## src/rtl/bram_port_arbiter_pkg.sv

```systemverilog
// Shared types for the BRAM port A arbiter: requester ids and read-return tags.
package bram_port_arbiter_pkg;

  localparam int ADDR_W_DEF = 16;
  localparam int DATA_W_DEF = 16;

  typedef enum logic {
    ID_CPU = 1'b0,
    ID_VID = 1'b1
  } req_id_e;

  typedef struct packed {
    logic    valid;
    req_id_e id;
  } rd_tag_t;

  localparam rd_tag_t TAG_IDLE = '{valid: 1'b0, id: ID_CPU};

  function automatic rd_tag_t make_tag(input logic valid, input req_id_e id);
    rd_tag_t t;
    t.valid = valid;
    t.id    = id;
    return t;
  endfunction

endpackage

```

## src/rtl/bram_rd_return_pipe.sv

```systemverilog
// Read-tag delay line matching the BRAM read path, plus the rdata/rvalid demux
// that hands each returning word to the requester that issued the read.
module bram_rd_return_pipe
  import bram_port_arbiter_pkg::*;
#(
  parameter int DEPTH  = 2,
  parameter int DATA_W = DATA_W_DEF
) (
  input  logic              clk,
  input  logic              rst,
  input  rd_tag_t           i_tag,
  input  logic [DATA_W-1:0] i_douta,
  output logic              o_r0_rvalid,
  output logic [DATA_W-1:0] o_r0_rdata,
  output logic              o_r1_rvalid,
  output logic [DATA_W-1:0] o_r1_rdata
);

  rd_tag_t           r_tags [DEPTH];
  logic              r_r0_rvalid;
  logic              r_r1_rvalid;
  logic [DATA_W-1:0] r_r0_rdata;
  logic [DATA_W-1:0] r_r1_rdata;
  rd_tag_t           w_tail;
  logic              w_hit0;
  logic              w_hit1;

  always_ff @(posedge clk or negedge rst) begin
    if (!rst) begin
      for (int i = 0; i < DEPTH; i++) r_tags[i] <= TAG_IDLE;
    end else begin
      r_tags[0] <= i_tag;
      for (int i = 1; i < DEPTH; i++) r_tags[i] <= r_tags[i-1];
    end
  end

  // The oldest tag lines up with the cycle in which douta holds its data.
  assign w_tail = r_tags[DEPTH-1];
  assign w_hit0 = w_tail.valid && (w_tail.id == ID_CPU);
  assign w_hit1 = w_tail.valid && (w_tail.id == ID_VID);

  always_ff @(posedge clk or negedge rst) begin
    if (!rst) begin
      r_r0_rvalid <= 1'b0;
      r_r1_rvalid <= 1'b0;
      r_r0_rdata  <= '0;
      r_r1_rdata  <= '0;
    end else begin
      r_r0_rvalid <= w_hit0;
      r_r1_rvalid <= w_hit1;
      if (w_hit0) r_r0_rdata <= i_douta;
      if (w_hit1) r_r1_rdata <= i_douta;
    end
  end

  assign o_r0_rvalid = r_r0_rvalid;
  assign o_r1_rvalid = r_r1_rvalid;
  assign o_r0_rdata  = r_r0_rdata;
  assign o_r1_rdata  = r_r1_rdata;

endmodule

```

## src/rtl/bram_port_arbiter.sv

```systemverilog
// Two-requester arbiter for BRAM port A: video has priority, CPU is protected by a
// starvation guard. Optional statistics counters with `define BRAM_ARB_STATS_EN.
module bram_port_arbiter
  import bram_port_arbiter_pkg::*;
#(
  parameter int ADDR_W       = ADDR_W_DEF,
  parameter int DATA_W       = DATA_W_DEF,
  parameter int READ_LATENCY = 1,
  parameter int STARVE_MAX   = 4
) (
  input  logic              clk,
  input  logic              rst,
  input  logic              r0_req,
  input  logic              r0_we,
  input  logic [ADDR_W-1:0] r0_addr,
  input  logic [DATA_W-1:0] r0_wdata,
  output logic              r0_gnt,
  output logic              r0_rvalid,
  output logic [DATA_W-1:0] r0_rdata,
  input  logic              r1_req,
  input  logic              r1_we,
  input  logic [ADDR_W-1:0] r1_addr,
  input  logic [DATA_W-1:0] r1_wdata,
  output logic              r1_gnt,
  output logic              r1_rvalid,
  output logic [DATA_W-1:0] r1_rdata,
  output logic [ADDR_W-1:0] bram_addra,
  output logic [DATA_W-1:0] bram_dina,
  output logic              bram_wea,
  input  logic [DATA_W-1:0] bram_douta
`ifdef BRAM_ARB_STATS_EN
  ,
  output logic [15:0]       stat_grants0,
  output logic [15:0]       stat_grants1,
  output logic [15:0]       stat_conflicts
`endif
);

  localparam logic [7:0] STARVE_LIM = 8'(STARVE_MAX);

  logic [7:0]        r_starve_cnt;
  logic [ADDR_W-1:0] r_addra;
  logic [DATA_W-1:0] r_dina;
  logic              r_wea;

  logic              w_starved;
  logic              w_r0_gnt;
  logic              w_r1_gnt;
  logic              w_any_gnt;
  req_id_e           w_sel_id;
  logic              w_sel_we;
  logic [ADDR_W-1:0] w_sel_addr;
  logic [DATA_W-1:0] w_sel_wdata;
  rd_tag_t           w_tag;

  // Grants are forced low while reset is asserted so nothing is issued.
  always_comb begin
    w_starved = (r_starve_cnt == STARVE_LIM);
    w_r0_gnt  = 1'b0;
    w_r1_gnt  = 1'b0;
    if (rst) begin
      if (r0_req && (!r1_req || w_starved)) w_r0_gnt = 1'b1;
      else if (r1_req)                      w_r1_gnt = 1'b1;
    end
  end

  always_comb begin
    w_any_gnt   = w_r0_gnt || w_r1_gnt;
    w_sel_id    = ID_CPU;
    w_sel_we    = r0_we;
    w_sel_addr  = r0_addr;
    w_sel_wdata = r0_wdata;
    if (w_r1_gnt) begin
      w_sel_id    = ID_VID;
      w_sel_we    = r1_we;
      w_sel_addr  = r1_addr;
      w_sel_wdata = r1_wdata;
    end
  end

  always_ff @(posedge clk or negedge rst) begin
    if (!rst) begin
      r_starve_cnt <= '0;
    end else if (r0_req && !w_r0_gnt) begin
      if (r_starve_cnt != STARVE_LIM) r_starve_cnt <= r_starve_cnt + 8'd1;
    end else begin
      r_starve_cnt <= '0;
    end
  end

  // Address and data only move on a grant; idle cycles just drop the write enable.
  always_ff @(posedge clk or negedge rst) begin
    if (!rst) begin
      r_addra <= '0;
      r_dina  <= '0;
      r_wea   <= 1'b0;
    end else begin
      r_wea <= w_any_gnt && w_sel_we;
      if (w_any_gnt) begin
        r_addra <= w_sel_addr;
        r_dina  <= w_sel_wdata;
      end
    end
  end

  assign w_tag = make_tag(w_any_gnt && !w_sel_we, w_sel_id);

  bram_rd_return_pipe #(
    .DEPTH  (READ_LATENCY + 1),
    .DATA_W (DATA_W)
  ) u_rd_pipe (
    .clk         (clk),
    .rst         (rst),
    .i_tag       (w_tag),
    .i_douta     (bram_douta),
    .o_r0_rvalid (r0_rvalid),
    .o_r0_rdata  (r0_rdata),
    .o_r1_rvalid (r1_rvalid),
    .o_r1_rdata  (r1_rdata)
  );

  assign r0_gnt     = w_r0_gnt;
  assign r1_gnt     = w_r1_gnt;
  assign bram_addra = r_addra;
  assign bram_dina  = r_dina;
  assign bram_wea   = r_wea;

`ifdef BRAM_ARB_STATS_EN
  logic [15:0] r_stat_g0;
  logic [15:0] r_stat_g1;
  logic [15:0] r_stat_conf;

  always_ff @(posedge clk or negedge rst) begin
    if (!rst) begin
      r_stat_g0   <= '0;
      r_stat_g1   <= '0;
      r_stat_conf <= '0;
    end else begin
      if (w_r0_gnt)         r_stat_g0   <= r_stat_g0 + 16'd1;
      if (w_r1_gnt)         r_stat_g1   <= r_stat_g1 + 16'd1;
      if (r0_req && r1_req) r_stat_conf <= r_stat_conf + 16'd1;
    end
  end

  assign stat_grants0   = r_stat_g0;
  assign stat_grants1   = r_stat_g1;
  assign stat_conflicts = r_stat_conf;
`endif

endmodule

```

## config.mk

```make
export PLATFORM = sky130hd
export DESIGN_NAME = bram_port_arbiter
export DESIGN_NICKNAME = d
export VERILOG_FILES = /design/src/rtl/bram_port_arbiter_pkg.sv /design/src/rtl/bram_rd_return_pipe.sv /design/src/rtl/bram_port_arbiter.sv
export SDC_FILE = /design/constraint.sdc
export NUM_CORES = 1
export LEC_CHECK = 0
export ABC_CLOCK_PERIOD_IN_PS = 3500
export CAP_MARGIN = 20
export CORE_MARGIN = 1
export CORE_UTILIZATION = 40
export CTS_CLUSTER_DIAMETER = 120
export CTS_CLUSTER_SIZE = 28
export DETAILED_ROUTE_END_ITERATION = 16
export PLACE_DENSITY = 0.75
export SETUP_SLACK_MARGIN = 0.1
export SYNTH_ARGS = -nofsm -noshare
export SYNTH_HDL_FRONTEND = slang
export SYNTH_SLANG_ARGS = --single-unit
```

## constraint.sdc

```tcl
create_clock -name clk -period 3.5 [get_ports clk]
set_input_delay 0.525 -clock clk [delete_from_list [all_inputs] [get_ports clk]]
set_output_delay 0.525 -clock clk [all_outputs]
set_load 0.1 [all_outputs]
```

==> impl_metrics.tcl <==
set metrics [dict create \
    fillerInstances 757 \
    drv_cap 0 \
    final_common_cell "clkdlybuf4s50_1" \
    cts_sinks 79 \
    die-area_mm2 0.009811 \
    finClkSkew_ns 0.01330 \
    globalplace.congestion 0.8116 \
    slew_violations 0 \
    finalNetCount 556 \
    mappedNetlistNets 407 \
    track_usage_pct 21.43 \
    grt_overflow 0 \
    io_buffers 154 \
    area_delta_synth_final_pct 47.79 \
    synth.avg_cell_area_um2 11.81 \
    period_share_pct 79.97 \
    post_cts_resized 0 \
    fmax_ghz 0.3573 \
    cp_max_fo 23 \
    finalSetupViolCount 0 \
    post_cts.repair.setup_buffers 0 \
    core_area_mm2 0.009196 \
    grt_pass1_vias 3240 \
    final_cell_mix "clkdlybuf4s50_1 (150), dfrtp_1 (79), inv_1 (37), o21ai_0 (36)" \
    worstPathArrival_ns 2.27 \
    seq_area_frac_synth_pct 52.47 \
    drc_errors 0 \
    place_inst 568 \
    h-tree-depth 3 \
    routed_via_density 5.495 \
    clk_pin_slew_ns 0.08 \
    start_util_pct 40.97 \
    cellPowerDensity_mw_per_mm2 649.1 \
    grt_max_degree 64 \
    cp-end-kind "output pin" \
    tightest_slew_ns 1.074 \
    required_ns 2.97 \
    fin_setup_tns_ns 0 \
    hold_viol 0 \
    wl_per_cell_um 17.37 \
    synth_cells 319 \
    synth_area_mm2 0.003767 \
    rows 35 \
    yosysWarnings 0 \
    grt_first_pass_wirelength_um 16390 \
    cts_inserted_buffers 9 \
    clk_latency_ns 0.34 \
    synth_top_area_share_pct 52.47 \
    drtIter0Drc 140 \
    finalNonFillerCells 584 \
    cts_root_buffer "clkbuf_8" \
    cts_tree "done" \
    ios 155 \
    vdd_drop_max_uv 308.2 \
    critPathKind "input pin to output pin" \
    layout-drive-gt1-share_pct 18.39 \
    antenna_found_initial 0 \
    cts_hold_buf 0 \
    place_hpwl_um 7169 \
    status "finished, final reports clean" \
    relSlewSlack_pct 28.18 \
    die_h_um 99.05 \
    ys_seq_elements 79 \
    drt_wl_total_um 10150 \
    drt_first_pass_iters 4 \
    fin_crit_ns 2.799 \
    fp.dieW_um 99.05 \
    vias 3209 \
    start_kind "input pin" \
    rsz0062_at_grt "false" \
    final_antenna_net_count 0 \
    hold_path.class "input pin to async pin" \
    yosysUniqueCellTypes 36 \
    clockBufferDepth 2 \
    n_antenna_cell 0 \
    yosysTopAreaCell "dfrtp_1" \
    leakage_nw 2.293 \
    synth_top_cells_by_area "dfrtp_1 (52%), mux2_2 (9.6%), nand4b_1 (7.4%), a221o_2 (5.4%), o21ai_0 (4.8%)" \
]
-- area by class of cell --
type	instances	area (um^2)	share of cell area (%)
clock buffer	10	137.6	2.472
clock inverter	6	50.05	0.8989
inverter	37	138.9	2.494
multi-input combinational	180	1519	27.28
sequential	79	1977	35.51
tap	111	138.9	2.494
timing repair buffer	161	1607	28.85
-- critical path, stage by stage --
cell             delay [ns]
clkdlybuf4s50_1        0.95
inv_1                  0.23
a21oi_1                0.26
nor2_1                 0.12
buf_12                 0.18
-- cell families (layout without fill, tap and decap cells) --
family	after synthesis	in the layout	synth area share (%)
AO/OA/AOI/OAI	82	82	16.81
adder cells (fa/ha/maj)	2	2	0.6641
XOR/XNOR	1	1	0.2325
flip-flops	79	79	52.47
AND/OR/NAND/NOR	63	63	13.05
multiplexers	32	32	9.565
buffers and inverters	60	214	7.207
-- per-stage QoR --
stage / cell area (um^2) / worst slack (ns) / util (%) / power (mW) / hold slack, ns
6_report: 5568 / 0.7012 / 60.54 / 3.614 / 0.2072
3_3_place_gp: 5380 / 0.6678 / 58.50 / 2.970 / 0.3330
3_5_place_dp: 5380 / 0.6638 / 58.50 / 2.995 / 0.3347
5_1_grt: 5568 / 0.5169 / 60.54 / 3.758 / 0.2271
4_1_cts: 5568 / 0.6681 / 60.54 / 3.646 / 0.2027
2_1_floorplan: 3767 / 0.5311 / - / 2.491 / 0.2294
-- worst paths after layout --
path | depth (start not counted) | slack [ns] | to | from
setup reg to reg | 6 | 1.03 | bram_dina[1]$_DFFE_PN0P_ | r_starve_cnt[0]$_DFFE_PN0P_
hold reg to reg | 0 | 0.35 | u_rd_pipe.r_tags[1]$_DFF_PN0_ | u_rd_pipe.r_tags[3]$_DFF_PN0_
min in group clk | 0 | 0.35 | u_rd_pipe.r_tags[1]$_DFF_PN0_ | u_rd_pipe.r_tags[3]$_DFF_PN0_
max in group asynchronous | 2 | 2.10 | bram_dina[11]$_DFFE_PN0P_ | rst
hold / removal | 1 | 0.21 | r_starve_cnt[4]$_DFFE_PN0P_ | rst
setup / recovery | 5 | 0.70 | r0_gnt | r1_req
-- Yosys cell counts --
cell,number
a211o_2,1
a21oi_1,8
a221o_1,14
a221o_2,18
a311oi_4,1
and3_2,1
buf_1,5
buf_2,1
buf_6,6
clkbuf_1,11
dfrtp_1,79
ha_1,2
inv_1,37
mux2_2,32
nand2_1,7
nand2b_1,1
nand3_1,4
nand4_1,1
nand4b_1,32
nor2_1,3
nor2b_1,1
nor3_1,3
nor3_4,1
nor3b_2,1
nor4b_4,1
o21a_1,1
o21ai_0,36
o221ai_1,1
o32ai_1,2
or2_2,1
or3_1,2
or3_2,1
or3b_2,1
or4b_4,1
or4bb_1,1
xor2_1,1
-- flip-flops by register name (all words and copies together), names as in the netlist --
register	flops
bram_addra	16
bram_dina	16
u_rd_pipe.o_r0_rdata	16
u_rd_pipe.o_r1_rdata	16
r_starve_cnt	8
u_rd_pipe.r_tags	4
bram_wea	1
u_rd_pipe.o_r0_rvalid	1
u_rd_pipe.o_r1_rvalid	1
-- power breakdown --
part / internal (mW) / total (mW) / switching [mW]
Sequential: 1.06 / 1.15 / 0.0818
Clock: 0.286 / 0.643 / 0.357
Combinational: 0.480 / 1.83 / 1.35
Total: 1.83 / 3.61 / 1.78
-- routing by layer --
| layer | share of wire, % | vias to the layer above | wire [um] | track usage, % |
|---|---|---|---|---|
| met1 | 44 | 1585 | 4504 | 27.44 |
| li1 | - | 1494 | - | - |
| met3 | 6.1 | 9 | 621 | 4.184 |
| met5 | 0 | - | 0 | 0 |
| met2 | 48 | 121 | 4898 | 35.83 |
| met4 | 1.2 | 0 | 119 | 8.597 |
Power figures use the tool's default switching activity.
==> RTL change, RTL diff (config.mk and constraints unchanged) <==
`DATA_W_DEF`: 16 -> 32.
--- a/src/rtl/bram_port_arbiter_pkg.sv
+++ b/src/rtl/bram_port_arbiter_pkg.sv
@@ -2,7 +2,7 @@
 package bram_port_arbiter_pkg;
 
   localparam int ADDR_W_DEF = 16;
-  localparam int DATA_W_DEF = 16;
+  localparam int DATA_W_DEF = 32;
 
   typedef enum logic {
     ID_CPU = 1'b0,
Ports: changed (6 resized); port bits go from 155 to 251. No check against the original RTL was run, so the function may have changed too.
==> RTL change against the unedited design <==
Global-route usage is 0.14 points higher; clock power increased to 3.3 times the old value; synthesized cell count is 13% higher; final area increased by 53%; die area increased by 36%; first-iteration DRC count is 72% higher; register-to-register slack improved by 0.27 ns; wire length rose by 39%; critical path type unchanged; total power grew 96%; worst setup slack improved by 0.22 ns; synthesized area grew 37%; sequential cell count rose by 48.
==> RTL change: results <==
set metrics [dict create \
    yosysWarnings 0 \
    place.gp.congestion 0.738 \
    max_cap_viol_count 0 \
    synth_area_leaders "dfrtp_1, mux2_2, a22o_1" \
    grt_pass1_vias 4149 \
    antenna_found_initial 1 \
    worstPathArrival_ns 2.05 \
    skew_ns 0.00574 \
    slew_headroom_pct 30.9 \
    clk_path_buf_depth 2 \
    grtUsageTotal_pct 21.6 \
    synthDistinctLibCells 32 \
    synth_compound_area_share_pct 16.4 \
    cts_setup_buffers 0 \
    syn-num-nets 495 \
    drt_first_pass_iters 4 \
    ys_top_cells_by_count "dfrtp_1, mux2_2, a21o_1" \
    io_buffers 250 \
    vdd_drop_max_uv 420 \
    pre_cts_slack_ns 1.00 \
    async_flop_share_pct 100 \
    max_stage_delay_ns 0.57 \
    n_fill_cell 934 \
    ys.flop_type "dfrtp_1" \
    clockRootBuffer "clkbuf_16" \
    synthXorXnorAreaFrac_pct 0.850 \
    critical_path.max_fanout 12 \
    hold_path_class "reg2reg" \
    synth_adder_area_share_pct 0.486 \
    cts_buffers 17 \
    drive_above_1_share_pct 18.6 \
    routed-via-count 4049 \
    clk_latency_ns 0.42 \
    path_clk_slew_ns 0.06 \
    grt_pass1_wl_mm 21.4 \
    ys_seq_area_share_pct 61.7 \
    cts_hold_buffers 1 \
    drt-total-wl_mm 14.1 \
    synth.mux.area_fraction_pct 14.2 \
    drt_iter0_markers 241 \
    slowest_stage "dlygate4sd3_1" \
    cts_resized 0 \
    place_hpwl_mm 9.68 \
    outcome "finished clean" \
    grt_max_degree 125 \
    nets 748 \
    leakagePower_nw 3.89 \
    htree_levels 4 \
]
-- RTL change: cell types whose count changed after synthesis, sizes merged, moves of 6 or more --
cell / delta
a21o: +48
a22o: +48
dfrtp: +48
inv: -33
o21ai: -33
a221o: -32
mux2: +32
nand4b: -32
a21oi: -7
nor2: +7
clkbuf: -6
-- RTL change: worst paths after layout --
| kind | from | endpoint | slack [ns] | cells after the start |
|---|---|---|---|---|
| worst max-delay path | rst | r1_gnt | 0.92 | 5 |
| worst min-delay path | u_rd_pipe.r_tags[2] | u_rd_pipe.r_tags[0] | 0.35 | 0 |
| worst max register to register | r_starve_cnt[0] | u_rd_pipe.r_tags[3] | 1.30 | 7 |
| worst min register to register | u_rd_pipe.r_tags[2] | u_rd_pipe.r_tags[0] | 0.35 | 0 |
| max in group asynchronous | rst | bram_dina[25] | 2.04 | 3 |
| min in group asynchronous | rst | bram_dina[0] | 0.55 | 2 |
-- RTL change: layout make-up --
type	instances	area [um^2]	share of cell area (%)
clock buffers	17	425	4.98
inverters	4	15.0	0.176
flip-flops and latches	127	3180	37.2
well taps	172	215	2.52
repair buffers	256	2570	30.1
diodes	1	2.50	0.0293
clock inverters	15	290	3.40
multi-input cells	206	1840	21.6
-- RTL change: per-stage QoR --
step | instances | cell area (um^2) | utilization (%)
after CTS | 797 | 8540 | 68.0
final | 798 | 8540 | 68.0
after global placement | 764 | 7820 | 62.2
after detailed placement | 764 | 7820 | 62.2
after floorplan | 359 | 5150 | -
after global routing | 798 | 8540 | 68.0
-- RTL change: metal layers --
metal	global-route usage [%]	vias to the layer above	part of all wire [%]	routed length, um
met5	0	-	0	0
met1	24.7	2019	39	5500
met4	7.79	0	1.5	212
li1	-	1825	-	-
met3	8.53	20	8.5	1210
met2	36.5	185	51	7190
-- RTL change: kinds of logic after synthesis --
family / after synthesis
flops: 127
compound gates: 103
mux: 65
simple gates: 31
buf+inv: 26
xor+xnor: 5
fa+ha+maj: 2
-- RTL change: power breakdown --
group	internal, mW	switching (mW)	leakage (nW)
clock	1.48	0.643	0.339
sequential	1.74	0.141	1.55
combinational	0.801	2.30	2.00
-- RTL change: critical path, delay by kind of cell --
family | cells | cell delay [ns]
and+or+nand+nor | 1 | 0.11
AOI/OAI and AO/OA | 1 | 0.38
buffers and inverters | 3 | 1.02
